File: config.mk
export PLATFORM = sky130hd
export DESIGN_NAME = layer_priority_mux_flat
export DESIGN_NICKNAME = d
export VERILOG_FILES = /design/src/rtl/layer_priority_mux_if.sv /design/src/rtl/layer_priority_mux.sv /design/src/flat_wrapper.sv
export SDC_FILE = /design/constraint.sdc
export NUM_CORES = 1
export LEC_CHECK = 0
export ABC_AREA = 1
export CAP_MARGIN = 20
export CORE_MARGIN = 2
export CORE_UTILIZATION = 25
export DETAILED_ROUTE_END_ITERATION = 12
export GPL_TIMING_DRIVEN = 0
export PLACE_DENSITY = 0.52
export SLEW_MARGIN = 20
export SYNTH_ARGS = -nofsm -noshare
export SYNTH_HDL_FRONTEND = slang
export SYNTH_SLANG_ARGS = --single-unit
File: constraint.sdc
create_clock -name clk -period 2.45 [get_ports clk]
set_clock_uncertainty 0.15 [all_clocks]
set_input_delay 0.6125 -clock clk [delete_from_list [all_inputs] [get_ports clk]]
set_output_delay 0.6125 -clock clk [all_outputs]
set_load 0.02 [all_outputs]
File: src/rtl/layer_priority_mux_if.sv
`default_nettype none
// ---------------------------------------------------------------------------
// layer_priority_mux_if : pixel-layer bus between object drawers and the mux
// Revision: 1.0
// ---------------------------------------------------------------------------
interface layer_priority_mux_if #(
  parameter int N_CH  = 3,
  parameter int IDX_W = (N_CH > 1) ? $clog2(N_CH) : 1
);
  logic                startOfFrame;
  logic [N_CH-1:0]     drawReq;
  logic [8*N_CH-1:0]   rgbIn;
  logic [N_CH-1:0]     layerEnable;
  logic [N_CH-1:0]     blinkMask;
  logic                fadeStart;
  logic [7:0]          RGBOut;
  logic                anyDR;
  logic [IDX_W-1:0]    winnerIdx;

  modport master (
    output startOfFrame, drawReq, rgbIn, layerEnable, blinkMask, fadeStart,
    input  RGBOut, anyDR, winnerIdx
  );

  modport slave (
    input  startOfFrame, drawReq, rgbIn, layerEnable, blinkMask, fadeStart,
    output RGBOut, anyDR, winnerIdx
  );
endinterface
`default_nettype wire

File: src/rtl/layer_priority_mux.sv
`default_nettype none
// ---------------------------------------------------------------------------
// layer_priority_mux : N-channel registered priority mux with colour key,
// per-channel enable and frame blinking; optional fade-in via LAYER_MUX_FADE_EN.
// Revision: 1.0
// ---------------------------------------------------------------------------
module layer_priority_mux #(
  parameter int         N_CH         = 3,
  parameter logic [7:0] BG_COLOR     = 8'h00,
  parameter logic [7:0] TRANSP_COLOR = 8'hFF,
  parameter int         BLINK_FRAMES = 30,
  parameter int         FADE_FRAMES  = 8
) (
  input  logic                 clk,
  input  logic                 resetN,
  layer_priority_mux_if.slave  bus
);
  localparam int IDX_W = (N_CH > 1) ? $clog2(N_CH) : 1;
  localparam int CNT_W = (BLINK_FRAMES > 1) ? $clog2(BLINK_FRAMES) : 1;

  logic [CNT_W-1:0] frame_cnt;
  logic             blink_phase;
  logic [N_CH-1:0]  valid;
  logic             win_found;
  logic [IDX_W-1:0] win_idx;
  logic [7:0]       win_rgb;
  logic [7:0]       out_rgb;

  always_ff @(posedge clk or negedge resetN) begin
    if (!resetN) begin
      frame_cnt   <= '0;
      blink_phase <= 1'b1;
    end else if (bus.startOfFrame) begin
      if (frame_cnt == CNT_W'(BLINK_FRAMES - 1)) begin
        frame_cnt   <= '0;
        blink_phase <= ~blink_phase;
      end else begin
        frame_cnt <= frame_cnt + 1'b1;
      end
    end
  end

  always_comb begin
    valid = '0;
    for (int k = 0; k < N_CH; k++) begin
      valid[k] = bus.drawReq[k] & bus.layerEnable[k]
               & (bus.rgbIn[8*k +: 8] != TRANSP_COLOR)
               & (~bus.blinkMask[k] | blink_phase);
    end
  end

  // Scan from the lowest priority upward so the lowest valid index is kept last.
  always_comb begin
    win_found = 1'b0;
    win_idx   = '0;
    win_rgb   = BG_COLOR;
    for (int k = N_CH - 1; k >= 0; k--) begin
      if (valid[k]) begin
        win_found = 1'b1;
        win_idx   = IDX_W'(k);
        win_rgb   = bus.rgbIn[8*k +: 8];
      end
    end
  end

`ifdef LAYER_MUX_FADE_EN
  localparam int FCNT_W = (FADE_FRAMES > 1) ? $clog2(FADE_FRAMES) : 1;
  localparam logic [0:0] ST_IDLE   = 1'b0;
  localparam logic [0:0] ST_FADING = 1'b1;

  logic [0:0]        fade_state;
  logic [1:0]        fade_level;
  logic [FCNT_W-1:0] fade_cnt;

  function automatic logic [7:0] fade_scale(input logic [7:0] p, input logic [1:0] lvl);
    return {p[7:5] >> lvl, p[4:2] >> lvl, p[1:0] >> lvl};
  endfunction

  always_ff @(posedge clk or negedge resetN) begin
    if (!resetN) begin
      fade_state <= ST_IDLE;
      fade_level <= 2'd0;
      fade_cnt   <= '0;
    end else if (bus.fadeStart) begin
      fade_state <= ST_FADING;
      fade_level <= 2'd3;
      fade_cnt   <= '0;
    end else if (fade_state == ST_FADING && bus.startOfFrame) begin
      if (fade_cnt == FCNT_W'(FADE_FRAMES - 1)) begin
        fade_cnt   <= '0;
        fade_level <= fade_level - 2'd1;
        if (fade_level == 2'd1) begin
          fade_state <= ST_IDLE;
        end
      end else begin
        fade_cnt <= fade_cnt + 1'b1;
      end
    end
  end

  assign out_rgb = fade_scale(win_rgb, fade_level);
`else
  logic unused_fade;
  assign unused_fade = bus.fadeStart | (FADE_FRAMES < 1);
  assign out_rgb     = win_rgb;
`endif

  always_ff @(posedge clk or negedge resetN) begin
    if (!resetN) begin
      bus.RGBOut    <= BG_COLOR;
      bus.anyDR     <= 1'b0;
      bus.winnerIdx <= '0;
    end else begin
      bus.RGBOut    <= out_rgb;
      bus.anyDR     <= win_found;
      bus.winnerIdx <= win_idx;
    end
  end
endmodule
`default_nettype wire
File: src/flat_wrapper.sv
// flat-port wrapper written by rule: the top's interface ports become plain ports
module layer_priority_mux_flat 
#(
  parameter int         N_CH         = 3,
  parameter logic [7:0] BG_COLOR     = 8'h00,
  parameter logic [7:0] TRANSP_COLOR = 8'hFF,
  parameter int         BLINK_FRAMES = 30,
  parameter int         FADE_FRAMES  = 8
)
  (clk, resetN, bus_startOfFrame, bus_drawReq, bus_rgbIn, bus_layerEnable, bus_blinkMask, bus_fadeStart, bus_RGBOut, bus_anyDR, bus_winnerIdx);
  layer_priority_mux_if #(.N_CH(N_CH)) bus_i ();
  input  logic clk;
  input  logic resetN;
  input wire logic [$bits(bus_i.startOfFrame)-1:0] bus_startOfFrame;
  input wire logic [$bits(bus_i.drawReq)-1:0] bus_drawReq;
  input wire logic [$bits(bus_i.rgbIn)-1:0] bus_rgbIn;
  input wire logic [$bits(bus_i.layerEnable)-1:0] bus_layerEnable;
  input wire logic [$bits(bus_i.blinkMask)-1:0] bus_blinkMask;
  input wire logic [$bits(bus_i.fadeStart)-1:0] bus_fadeStart;
  output wire logic [$bits(bus_i.RGBOut)-1:0] bus_RGBOut;
  output wire logic [$bits(bus_i.anyDR)-1:0] bus_anyDR;
  output wire logic [$bits(bus_i.winnerIdx)-1:0] bus_winnerIdx;
  assign bus_i.startOfFrame = bus_startOfFrame;
  assign bus_i.drawReq = bus_drawReq;
  assign bus_i.rgbIn = bus_rgbIn;
  assign bus_i.layerEnable = bus_layerEnable;
  assign bus_i.blinkMask = bus_blinkMask;
  assign bus_i.fadeStart = bus_fadeStart;
  assign bus_RGBOut = bus_i.RGBOut;
  assign bus_anyDR = bus_i.anyDR;
  assign bus_winnerIdx = bus_i.winnerIdx;
  layer_priority_mux #(.N_CH(N_CH), .BG_COLOR(BG_COLOR), .TRANSP_COLOR(TRANSP_COLOR), .BLINK_FRAMES(BLINK_FRAMES), .FADE_FRAMES(FADE_FRAMES)) u_core (.clk(clk), .resetN(resetN), .bus(bus_i));
endmodule
==> results of run 1 <==
[cell type report]
cell class | instances | area, um2 | area share (%)
Sequential cell | 17 | 427 | 28.0
Timing Repair Buffer | 46 | 460 | 30.2
Inverter | 15 | 58.8 | 3.86
Clock buffer | 3 | 41.3 | 2.71
Tap cell | 48 | 60.1 | 3.94
Clock inverter | 1 | 5.00 | 0.328
Buffer | 2 | 18.8 | 1.23
Multi-Input combinational cell | 94 | 453 | 29.7
[logic make-up after synthesis]
family	after synthesis	share of synthesized area (%)
adders and majority gates	2	2.61
DFF	17	44.6
AOI/OAI and AO/OA	7	4.31
and+or+nand+nor	82	37.6
buffers and inverters	17	8.11
xor gates and xnor gates	3	2.75
[through the flow]
step	std cells	setup slack, ns	power (W)
3_3_place_gp	222	0.377	0.000762
5_1_grt	226	0.459	0.00104
3_5_place_dp	222	0.356	0.000768
2_1_floorplan	128	1.02	0.000600
4_1_cts	226	0.500	0.000981
6_report	226	0.505	0.000965
[worst max path at each step]
stage	to	slack, ns
floorplan	u_core.bus.RGBOut[6]	1.02
global placement	u_core.bus.RGBOut[2]	0.38
detailed placement	u_core.bus.RGBOut[2]	0.36
CTS	bus_RGBOut[4]	0.50
global route	bus_RGBOut[4]	0.46
finish	bus_RGBOut[4]	0.51
[registers in the layout, summed over array words and instances, names as in the netlist]
| register | cells |
|---|---|
| u_core.bus.RGBOut | 8 |
| u_core.frame_cnt | 5 |
| u_core.bus.winnerIdx | 2 |
| u_core.blink_phase | 1 |
| u_core.bus.anyDR | 1 |
[power by group through the flow]
stage / Sequential (W) / Combinational [W] / Clock, W
2_1_floorplan: 0.000441 / 0.000159 / 0
5_1_grt: 0.000414 / 0.000394 / 0.000234
4_1_cts: 0.000405 / 0.000359 / 0.000216
3_3_place_gp: 0.000409 / 0.000353 / 0
3_5_place_dp: 0.000411 / 0.000357 / 0
6_report: 0.000405 / 0.000352 / 0.000208
[metal layers]
layer  vias up  GRT usage (%)  routed length [um]
met2        41           21.2                1150
met1       409           15.3                1080
met5         -              0                   0
li1        508              -                   -
met4         0           5.73                  42
met3         5           3.58                 208
[Yosys cell counts]
master,number
nand2_1,30
nand3_1,24
nor2_1,22
dfrtp_1,16
inv_1,11
a21oi_1,4
inv_2,3
ha_1,2
nand4_1,2
o22ai_1,2
xor2_1,2
a21oi_2,1
buf_4,1
buf_6,1
dfstp_2,1
inv_4,1
nand2_2,1
nand2_4,1
nand3_2,1
nor3_1,1
xnor2_1,1
==> results.sh, run 1 <==
export IMPL_status="finished clean"
export IMPL_timing_slew_headroom_pct=49.8
export IMPL_sequentialPowerShare_pct=42.0
export IMPL_wl_per_cell_um=11.0
export IMPL_power_switching_w=0.000319
export IMPL_synth_avg_cell_area_um2=7.48
export IMPL_die_area_um2=4340
export IMPL_start_util_pct=26.1
export IMPL_fin_nets=218
export IMPL_die_h_um=65.9
export IMPL_core_area_um2=3660
export IMPL_critical_path_required_ns=1.69
export IMPL_tritoncts="yes"
export IMPL_startpoint="u_core.bus.RGBOut[4]"
export IMPL_ctsHoldBuffers=0
export IMPL_path_class="reg -> out"
export IMPL_max_freq_mhz=514
export IMPL_finalSetupTns_ns=0
export IMPL_cp_num_buf_inv=1
export IMPL_r2r_start="u_core.blink_phase"
export IMPL_crit_cells=1
export IMPL_synthTopCellsByArea="dfrtp_1 42%, nand3_1 13%, nand2_1 12%"
export IMPL_ctsLongestPathBuffers=2
export IMPL_power_density_nw_per_um2=633
export IMPL_drv_slew=0
export IMPL_cts_buffers=3
export IMPL_pwr_share_clk_pct=21.6
export IMPL_syn_inst=128
export IMPL_postCtsResizedCells=0
export IMPL_antenna_cells=0
export IMPL_grt_pass1_vias=1024
export IMPL_setup_viol=0
export IMPL_antenna_found_initial=0
export IMPL_grt_ovfl_total=0
export IMPL_post_cts_buffers=0
export IMPL_ys_ff_latch=17
export IMPL_rows=22
export IMPL_htree_levels=1
export IMPL_cp_slowest_cell="clkdlybuf4s50_1"
export IMPL_die_w_um=65.9
export IMPL_ys_warn_count=0
export IMPL_leakage_nw=0.707
export IMPL_rsz0062_at_grt="no"
export IMPL_crit_path_start_kind="flop"
export IMPL_clock_sinks=17
export IMPL_stdcell_area_um2=1520
export IMPL_fill_cells=379
export IMPL_mostFrequentLayoutCells="46 x clkdlybuf4s50_1, 30 x nand2_1, 24 x nand3_1"
export IMPL_final_common_cell="clkdlybuf4s50_1"
export IMPL_vias_per_cell=4.26
export IMPL_worstMarginPinSlew_ns=0.750
export IMPL_maxCapViolCount=0
export IMPL_internal_power_w=0.000646
export IMPL_worstHoldPathCells=1
export IMPL_io_buffers=46
export IMPL_cpPeakStageDelay_ns=0.60
export IMPL_worstPathArrival_ns=1.18
export IMPL_first_pass_iters=4
export IMPL_num_vias=963
export IMPL_hold_violations=0
export IMPL_insertion_delay_ns=0.25
export IMPL_fin_crit_ns=1.94
export IMPL_drcViolationCount=0
export IMPL_layout_worst_path_cycle_share_pct=79.4
export IMPL_synth_area_um2=957
export IMPL_crit_path_cell_trace="clkdlybuf4s50_1"
export IMPL_wl_um=2480
export IMPL_cts_root_buf="clkbuf_8"
export IMPL_r2r_end="u_core.bus.RGBOut[2]"
export IMPL_routabilityCongestion=0.803
export IMPL_hold_path_class="reg -> reg"
export IMPL_final_util_pct=41.6
export IMPL_hpwl_um=2080
export IMPL_synth_area_leader_cell="dfrtp_1"
export IMPL_hp_start="u_core.frame_cnt[3]"
export IMPL_clkTransAtPathRegs_ns=0.06
export IMPL_peakVddDrop_mv=0.206
export IMPL_ant_nets=0
export IMPL_place_area_um2=1480
export IMPL_drive_gt1_share_pct=8.43
export IMPL_fin_hold_ws_ns=0.358
export IMPL_p_comb_share_pct=36.5
export IMPL_synth_cell_types=21
export IMPL_critPathTopFamily="buffers and inverters"
export IMPL_grt_max_degree=18
export IMPL_grt_first_pass_wirelength_um=4160
export IMPL_first_iter_violations=49
export IMPL_critPathCaptureType="output port"
export IMPL_reg2reg_slack_ns=0.96
export IMPL_ioPinCount=48
export IMPL_grt_usage_pct=12.8
export IMPL_cp_max_fo=1
export IMPL_r2r_cells=8
export IMPL_synth_top_cell_area_share_pct=41.8
export IMPL_area_delta_synth_final_pct=59.2
export IMPL_power_share_switching_pct=33.0
export IMPL_seq_area_frac_synth_pct=44.6
export IMPL_synthesis_nets=167
export IMPL_hold_end="u_core.frame_cnt[3]"
Power figures use the tool's default switching activity.
==> run 2: changes to the inputs <==
--- a/config.mk
+++ b/config.mk
@@ -11,7 +11,7 @@
 export CORE_UTILIZATION = 25
 export DETAILED_ROUTE_END_ITERATION = 12
 export GPL_TIMING_DRIVEN = 0
-export PLACE_DENSITY = 0.52
+export PLACE_DENSITY = 0.54
 export SLEW_MARGIN = 20
 export SYNTH_ARGS = -nofsm -noshare
 export SYNTH_HDL_FRONTEND = slang
==> constraint.sdc (replaced) <==
create_clock -name clk -period 1.7 [get_ports clk]
set_clock_uncertainty 0.15 [all_clocks]
set_input_delay 0.425 -clock clk [delete_from_list [all_inputs] [get_ports clk]]
set_output_delay 0.425 -clock clk [all_outputs]
set_load 0.02 [all_outputs]
==> results.sh, run 2 (same netlist as run 1, synthesis figures left out) <==
export IMPL_mostFrequentLayoutCells="35 x clkdlybuf4s50_1, 29 x nand2_1, 24 x nand3_1"
export IMPL_core_area_um2=3660
export IMPL_crit_path_start_kind="primary input"
export IMPL_final_common_cell="clkdlybuf4s50_1"
export IMPL_hold_violations=0
export IMPL_grt_ovfl_total=0
export IMPL_die_h_um=65.9
export IMPL_hold_path_class="reg -> reg"
export IMPL_htree_levels=1
export IMPL_grt_pass1_vias=931
export IMPL_area_delta_synth_final_pct=60.9
export IMPL_first_iter_violations=29
export IMPL_cp_max_fo=10
export IMPL_reg2reg_slack_ns=0.22
export IMPL_die_w_um=65.9
export IMPL_r2r_start="u_core.blink_phase"
export IMPL_io_buffers=46
export IMPL_max_freq_mhz=621
export IMPL_drive_gt1_share_pct=10.5
export IMPL_rsz0062_at_grt="no"
export IMPL_drcViolationCount=0
export IMPL_wl_per_cell_um=10.7
export IMPL_start_util_pct=26.1
export IMPL_fin_hold_ws_ns=0.346
export IMPL_grt_max_degree=18
export IMPL_place_inst=222
export IMPL_fin_crit_ns=1.61
export IMPL_tritoncts="yes"
export IMPL_drv_slew=0
export IMPL_worstPathArrival_ns=1.64
export IMPL_leakage_nw=0.752
export IMPL_die_area_um2=4340
export IMPL_hpwl_um=2050
export IMPL_final_cell_count_no_fill=229
export IMPL_ant_nets=0
export IMPL_reg_top3="u_core.bus.RGBOut: 8 flops, u_core.frame_cnt: 5 flops, u_core.bus.winnerIdx: 2 flops"
export IMPL_clock_sinks=17
export IMPL_cts_buffers=3
export IMPL_peakVddDrop_mv=0.244
export IMPL_insertion_delay_ns=0.25
export IMPL_critical_path_required_ns=1.73
export IMPL_fin_nets=221
export IMPL_setup_viol=0
export IMPL_timing_slew_headroom_pct=49.5
export IMPL_critPathCaptureType="flop"
export IMPL_num_vias=981
export IMPL_ctsLongestPathBuffers=2
export IMPL_hp_start="u_core.frame_cnt[3]"
export IMPL_startpoint="bus_rgbIn[13]"
export IMPL_largest_reg_flops=8
export IMPL_vias_per_cell=4.28
export IMPL_clkTransAtPathRegs_ns=0.06
export IMPL_grt_first_pass_wirelength_um=4000
export IMPL_place_ws_ns=-0.206
export IMPL_maxCapViolCount=0
export IMPL_cts_root_buf="clkbuf_8"
export IMPL_final_util_pct=42.1
export IMPL_grt_usage_pct=12.2
export IMPL_power_density_nw_per_um2=889
export IMPL_path_class="in -> reg"
export IMPL_wl_um=2450
export IMPL_first_pass_iters=4
export IMPL_rows=22
export IMPL_status="finished clean"
export IMPL_ioPinCount=48
export IMPL_fin_ws_ns=0.0887
export IMPL_routabilityCongestion=0.881
export IMPL_antenna_cells=0
export IMPL_largest_register="u_core.bus.RGBOut"
export IMPL_antenna_found_initial=0
export IMPL_ctsHoldBuffers=0
export IMPL_finalSetupTns_ns=0
export IMPL_fill_cells=404
export IMPL_worstMarginPinSlew_ns=0.755
export IMPL_layout_worst_path_cycle_share_pct=94.8
==> run 2: layout make-up <==
class                           instances  area [um2]  area share (%)
Multi-Input combinational cell         95         469            30.5
Timing Repair Buffer                   48         462            30.0
Buffer                                  2        18.8            1.22
Clock buffer                            4        45.0            2.92
Sequential cell                        17         427            27.7
Tap cell                               48        60.1            3.90
Inverter                               15        58.8            3.82
==> run 2: path summary, 6_finish.rpt <==
kind | endpoint | cells after the start
max | u_core.bus.RGBOut[7] | 8
min | u_core.frame_cnt[3] | 1
max reg2reg | u_core.bus.RGBOut[7] | 6
min reg2reg | u_core.frame_cnt[3] | 1
max in group asynchronous | u_core.bus.RGBOut[1] | 1
min in group asynchronous | u_core.frame_cnt[2] | 1
==> run 2: repair_timing <==
item	CTS	global route
pin swaps	0	1
resized for setup	11	4
buffers inserted	0	1
gates cloned	0	2
endpoints found under the hold margin	0	0
endpoints found under the setup margin	11	9
==> run 2: where the power goes <==
group / switching [W] / total [W] / internal, W
clock: 0.000128 / 0.000294 / 0.000166
sequential: 0.0000642 / 0.000582 / 0.000518
combinational: 0.000264 / 0.000494 / 0.000230
total: 0.000455 / 0.00137 / 0.000915
==> run 2: critical path, cell delays in order <==
cell and delay (ns):
clkdlybuf4s50_1 0.52, nand2_1 0.07, nor2_1 0.10, nand2_1 0.07, nand2_1 0.10, buf_4 0.17, nand3_1 0.09, nand3_1 0.09
==> run 2: per-layer routing <==
layer | wire length, um | global-route usage (%) | part of all wire, %
met1 | 1040 | 14.8 | 42
met2 | 1140 | 20.2 | 46
met3 | 240 | 3.58 | 9.8
met4 | 35 | 4.69 | 1.4
met5 | 0 | 0 | 0
==> run 2: metrics by stage <==
step | total power (W) | instance area, um2
after floorplan | 0.000864 | 957
after global placement | 0.00110 | 1480
after detailed placement | 0.00111 | 1480
after CTS | 0.00139 | 1510
after global routing | 0.00148 | 1540
final | 0.00137 | 1540
==> run 3: changes to the inputs <==
--- a/config.mk
+++ b/config.mk
@@ -6,8 +6,7 @@
 export NUM_CORES = 1
 export LEC_CHECK = 0
 export ABC_AREA = 1
-export CAP_MARGIN = 20
-export CORE_MARGIN = 2
+export CORE_MARGIN = 1.5
 export CORE_UTILIZATION = 25
 export DETAILED_ROUTE_END_ITERATION = 12
 export GPL_TIMING_DRIVEN = 0
==> results.sh, run 3 (same netlist as run 1, synthesis figures left out) <==
export IMPL_area_delta_synth_final_pct=58.3
export IMPL_maxCapViolCount=0
export IMPL_p_comb_share_pct=35.4
export IMPL_cp_max_fo=10
export IMPL_final_util_pct=41.4
export IMPL_htree_levels=1
export IMPL_fin_crit_ns=1.59
export IMPL_crit_path_start_kind="primary input"
export IMPL_power_density_nw_per_um2=901
export IMPL_r2r_end="u_core.bus.RGBOut[7]"
export IMPL_path_class="in -> reg"
export IMPL_leakage_nw=0.742
export IMPL_critPathCaptureType="flop"
export IMPL_status="finished clean"
export IMPL_antenna_found_initial=0
export IMPL_grt_usage_pct=13.2
export IMPL_start_util_pct=26.1
export IMPL_setup_viol=0
export IMPL_drv_slew=0
export IMPL_routabilityCongestion=0.804
export IMPL_grt_first_pass_wirelength_um=4210
export IMPL_die_area_um2=4210
export IMPL_rsz0062_at_grt="no"
export IMPL_clock_sinks=17
export IMPL_fin_ws_ns=0.108
export IMPL_ctsLongestPathBuffers=2
export IMPL_timing_slew_headroom_pct=48.5
export IMPL_sequentialPowerShare_pct=42.6
export IMPL_multiInputGateArea_um2=455
export IMPL_reg_top3="u_core.bus.RGBOut: 8 flops, u_core.frame_cnt: 5 flops, u_core.bus.winnerIdx: 2 flops"
export IMPL_worstMarginPinSlew_ns=0.771
export IMPL_vias_per_cell=4.30
export IMPL_power_share_switching_pct=33.5
export IMPL_num_vias=972
export IMPL_fill_cells=397
export IMPL_r2r_start="u_core.blink_phase"
export IMPL_hold_violations=0
export IMPL_worstPathArrival_ns=1.63
export IMPL_first_iter_violations=48
export IMPL_mostFrequentLayoutCells="35 x clkdlybuf4s50_1, 29 x nand2_1, 24 x nand3_1"
export IMPL_startpoint="bus_rgbIn[1]"
export IMPL_wl_um=2450
export IMPL_antenna_cells=0
export IMPL_tritoncts="yes"
export IMPL_fin_hold_ws_ns=0.348
export IMPL_die_h_um=64.9
export IMPL_rows=22
export IMPL_die_w_um=64.9
export IMPL_reg2reg_slack_ns=0.23
export IMPL_insertion_delay_ns=0.25
export IMPL_critical_path_required_ns=1.74
export IMPL_fin_nets=218
export IMPL_core_area_um2=3660
export IMPL_internal_power_w=0.000908
export IMPL_drcViolationCount=0
export IMPL_hpwl_um=2070
export IMPL_hold_path_class="reg -> reg"
export IMPL_cp_endpoint="u_core.bus.RGBOut[7]"
export IMPL_seq_area_um2=427
export IMPL_grt_ovfl_total=0
export IMPL_ant_nets=0
export IMPL_final_common_cell="clkdlybuf4s50_1"
export IMPL_hp_start="u_core.frame_cnt[3]"
export IMPL_power_switching_w=0.000457
export IMPL_max_freq_mhz=628
export IMPL_first_pass_iters=4
export IMPL_drive_gt1_share_pct=8.43
export IMPL_cts_root_buf="clkbuf_8"
export IMPL_grt_max_degree=18
export IMPL_peakVddDrop_mv=0.291
export IMPL_ioPinCount=48
export IMPL_largest_register="u_core.bus.RGBOut"
export IMPL_r2r_cells=8
export IMPL_place_ws_ns=-0.173
export IMPL_clkTransAtPathRegs_ns=0.06
export IMPL_largest_reg_flops=8
export IMPL_pwr_share_clk_pct=22.0
export IMPL_io_buffers=46
export IMPL_grt_pass1_vias=1006
export IMPL_cts_buffers=3
export IMPL_layout_worst_path_cycle_share_pct=93.6
export IMPL_wl_per_cell_um=10.8
run 3: layout make-up:
class	count	area share, %
buffer	2	1.49
clock buffer	4	2.97
inverter	15	3.88
multi-input combinational	94	30.1
sequential	17	28.2
tap	48	3.96
timing repair buffer	46	29.5
run 3: how the worst min path moves through the flow:
stage                                 endpoint  cells past startpoint  slack [ns]
after floorplan           u_core.bus.RGBOut[0]                      0       -0.02
after CTS                  u_core.frame_cnt[3]                      1        0.35
final                      u_core.frame_cnt[3]                      1        0.35
after global routing        u_core.blink_phase                      1        0.39
after detailed placement   u_core.frame_cnt[3]                      1        0.34
after global placement     u_core.frame_cnt[3]                      1        0.34
run 3: power by group through the flow:
stage | Combinational [W] | Sequential (W) | Clock [W]
after floorplan | 0.000229 | 0.000635 | 0
after global placement | 0.000511 | 0.000589 | 0
after detailed placement | 0.000519 | 0.000593 | 0
after CTS | 0.000492 | 0.000584 | 0.000312
after global routing | 0.000542 | 0.000599 | 0.000333
final | 0.000483 | 0.000582 | 0.000300
run 3: layer usage:
metal | global-route usage (%) | vias up | wire, um
li1 | - | 507 | -
met1 | 15.3 | 420 | 1060
met2 | 22.7 | 40 | 1140
met3 | 3.65 | 5 | 194
met4 | 5.59 | 0 | 48
met5 | 0 | - | 0
run 3: stage by stage:
step	setup TNS [ns]	cell area [um2]	total power (W)	instances
2_1_floorplan	0	957	0.000864	128
4_1_cts	0	1510	0.00139	226
3_3_place_gp	-1.51	1480	0.00110	222
6_report	0	1520	0.00137	226
3_5_place_dp	-1.71	1480	0.00111	222
5_1_grt	0	1520	0.00147	226
run 3: what timing repair did:
action                     CTS  global route
buffers inserted             0             0
setup endpoints to repair   11             5
hold buffers                 0             0
gates resized for setup     11             2
hold endpoints to repair     0             0
run 3: critical path, cell delays in order:
cell and delay (ns):
clkdlybuf4s50_1 0.48, nand2_1 0.06, nor2_1 0.11, nand2_1 0.10, nand2_4 0.14, buf_6 0.15
nand3_1 0.08, nand3_1 0.08
==> variant (config.mk and constraints of run 2) <==
Build with the macro `LAYER_MUX_FADE_EN` defined.
--- a/src/rtl/layer_priority_mux.sv
+++ b/src/rtl/layer_priority_mux.sv
@@ -4,6 +4,8 @@
 // per-channel enable and frame blinking; optional fade-in via LAYER_MUX_FADE_EN.
 // Revision: 1.0
 // ---------------------------------------------------------------------------
+`define LAYER_MUX_FADE_EN
+
 module layer_priority_mux #(
   parameter int         N_CH         = 3,
   parameter logic [7:0] BG_COLOR     = 8'h00,
Formal check against the unedited RTL: not equivalent (a bounded check fails within 4 cycles, from zero or initial values and one cycle with resetN low).
==> variant against run 2 <==
The run now ends with negative hold slack left; largest cell class is now multi-input combinational cells; total power up 44%; routed wire length grew 45%; global-route usage increased by 0.19 points; highest routed layer unchanged; register-to-register slack lost 0.17 ns; setup slack worse by 0.041 ns; synthesized area is 45% higher; final area is 39% higher; sequential cell count is 6 higher; synthesized cell count increased by 46%; utilization decreased by 2.6 points; sequential power is 41% higher.
==> variant: results (changes against run 2) <==
outcome:
  outcome: "finished with violations"  # was completed
  violations: "negative hold slack"
cells_and_area:
  nNetsFinal: 292  # was 221
  top_regs: "u_core.bus.RGBOut x8, u_core.frame_cnt x5, u_core.fade_cnt x3"  # was u_core.bus.RGBOut x8, u_core.frame_cnt x5, u_core.bus.winnerIdx x2
  fin_cells: 321  # was 229
  fillers: 584  # was 404
  drive_gt1_share_pct: 21.7  # was 10.5%
cts:
  cts_buffers: 3  # unchanged
  clockRootBuffer: "clkbuf_8"  # unchanged
  path_clk_slew_ns: 0.08  # was 0.06 ns
placement:
  placedCellCount: 305  # was 222
  gp_congestion: 0.810  # was 0.881
  post-dp-hpwl_um: 2680  # was 2050 um
  place_area_um2: 1930  # was 1480 um^2
synthesis:
  ys_top_cells_by_area: "dfrtp_1 40%, nand2_1 12%, nand3_1 11%, nor2_1 6.5%, inv_1 4.6%"  # was dfrtp_1 42%, nand3_1 13%, nand2_1 12%, nor2_1 8.6%, inv_1 4.3%
  syn_inst: 187  # was 128
  synth.cells.most_frequent: "45 x nand2_1, 31 x nand3_1, 24 x nor2_1"  # was 30 x nand2_1, 24 x nand3_1, 22 x nor2_1
  synth_cell_types: 26  # was 21
  synth.net_count: 229  # was 167
  ys_seq_area_share_pct: 41.7  # was 44.6%
setup_path:
  crit_fanout: 6  # was 10
  slowest_delay_ns: 0.56  # was 0.52 ns
  slowest_stage: "dfstp_2"  # was clkdlybuf4s50_1
  r2r_slack_ns: 0.05  # was 0.22 ns
  arrival_ns: 1.66  # was 1.64 ns
  rr_endpoint: "u_core.bus.RGBOut[2]$_DFF_PN0_"  # was u_core.bus.RGBOut[7]$_DFF_PN0_
  cp-start-kind: "register"  # was primary input
  rr_worst_depth: 9  # was 6
hold_path:
  hp-class: "primary input to asynchronous set/reset pin"  # was register to register
timing:
  relSlewSlack_pct: 65.6  # was 49.5%
  hold_violations: 22  # was 0
  hold_slack_ns: -0.0281  # was 0.346 ns
global_routing:
  grt_pass1_vias: 1381  # was 931
  grt_usage_pct: 12.4  # was 12.2%
  grt_pass1_wl_um: 5980  # was 4000 um
  grt_max_degree: 24  # was 18
pwr:
  leakage_nw: 1.20  # was 0.752 nW
  ir_drop_v: 0.000301  # was 0.000244 V
drt:
  finalWirelength_um: 3560  # was 2450 um
  drtIter0Drc: 26  # was 29
  vias_per_cell: 4.38  # was 4.28
variant: cell count changes after synthesis, moves of 4 or more:
| cell | change |
|---|---|
| nand3_1 | +7 |
| inv_1 | +6 |
| nand2_1 | +15 |
| dfrtp_1 | +6 |
| a21oi_1 | +4 |
| nand2_2 | +4 |
| nor3_1 | +4 |
variant: routing by layer:
layer / global-route usage [%] / up-vias / share of wire (%)
met5: 0 / - / 0
met4: 4.74 / 0 / 1.7
met3: 1.38 / 5 / 3.9
met2: 20.6 / 38 / 48
met1: 16.5 / 637 / 46
li1: - / 727 / -
variant: worst max-delay path by stage:
stage	start	to	slack [ns]	cells after the start
6_report	u_core.blink_phase$_DFFE_PN1P_	u_core.bus.RGBOut[2]$_DFF_PN0_	0.05	9
5_1_grt	bus_drawReq[2]	u_core.bus.RGBOut[4]$_DFF_PN0_	-0.05	9
4_1_cts	bus_drawReq[1]	u_core.bus.RGBOut[2]$_DFF_PN0_	-0.007	10
3_5_place_dp	bus_rgbIn[21]	u_core.bus.RGBOut[2]$_DFF_PN0_	-0.45	10
3_3_place_gp	bus_rgbIn[21]	u_core.bus.RGBOut[5]$_DFF_PN0_	-0.43	10
2_1_floorplan	u_core.blink_phase$_DFFE_PN1P_	u_core.bus.RGBOut[0]$_DFF_PN0_	0.20	9
variant: metrics by stage:
step           setup TNS [ns]  utilization, %  worst slack (ns)
2_1_floorplan               0               -             0.201
3_3_place_gp            -7.93            35.6            -0.427
3_5_place_dp            -7.91            35.6            -0.452
4_1_cts              -0.00704            37.3          -0.00704
5_1_grt                -0.199            39.5           -0.0476
6_report                    0            39.5            0.0479
variant: what timing repair did:
action | 4_1_cts | 5_1_grt
resized for setup | 31 | 32
setup endpoints to repair | 19 | 8
buffers inserted | 7 | 3
hold endpoints to repair | 0 | 0
cloned | 2 | 0
pin swaps | 12 | 15
variant: kinds of logic after synthesis:
kind of cell	count (synthesis)	synth area share (%)
compound gates	13	5.61
xor+xnor	1	0.633
fa+ha+maj	5	4.52
buf+inv	23	7.41
flops	23	41.7
simple gates	122	40.1
variant: where the power goes:
group	leakage [nW]	total [W]	internal (W)	switching [W]
sequential	0.287	0.000818	0.000716	0.000102
combinational	0.883	0.000819	0.000353	0.000466
clock	0.0255	0.000340	0.000164	0.000177
variant: area by class of cell:
cell class                      count  area, um^2  share of cell area, %
Multi-Input combinational cell    142         778                   36.3
Clock inverter                      1        5.00                  0.233
Buffer                              3        27.5                   1.28
Clock buffer                        3        41.3                   1.92
Sequential cell                    23         577                   26.9
Tap cell                           72        90.1                   4.20
Timing Repair Buffer               57         544                   25.4
Inverter                           20        82.6                   3.85
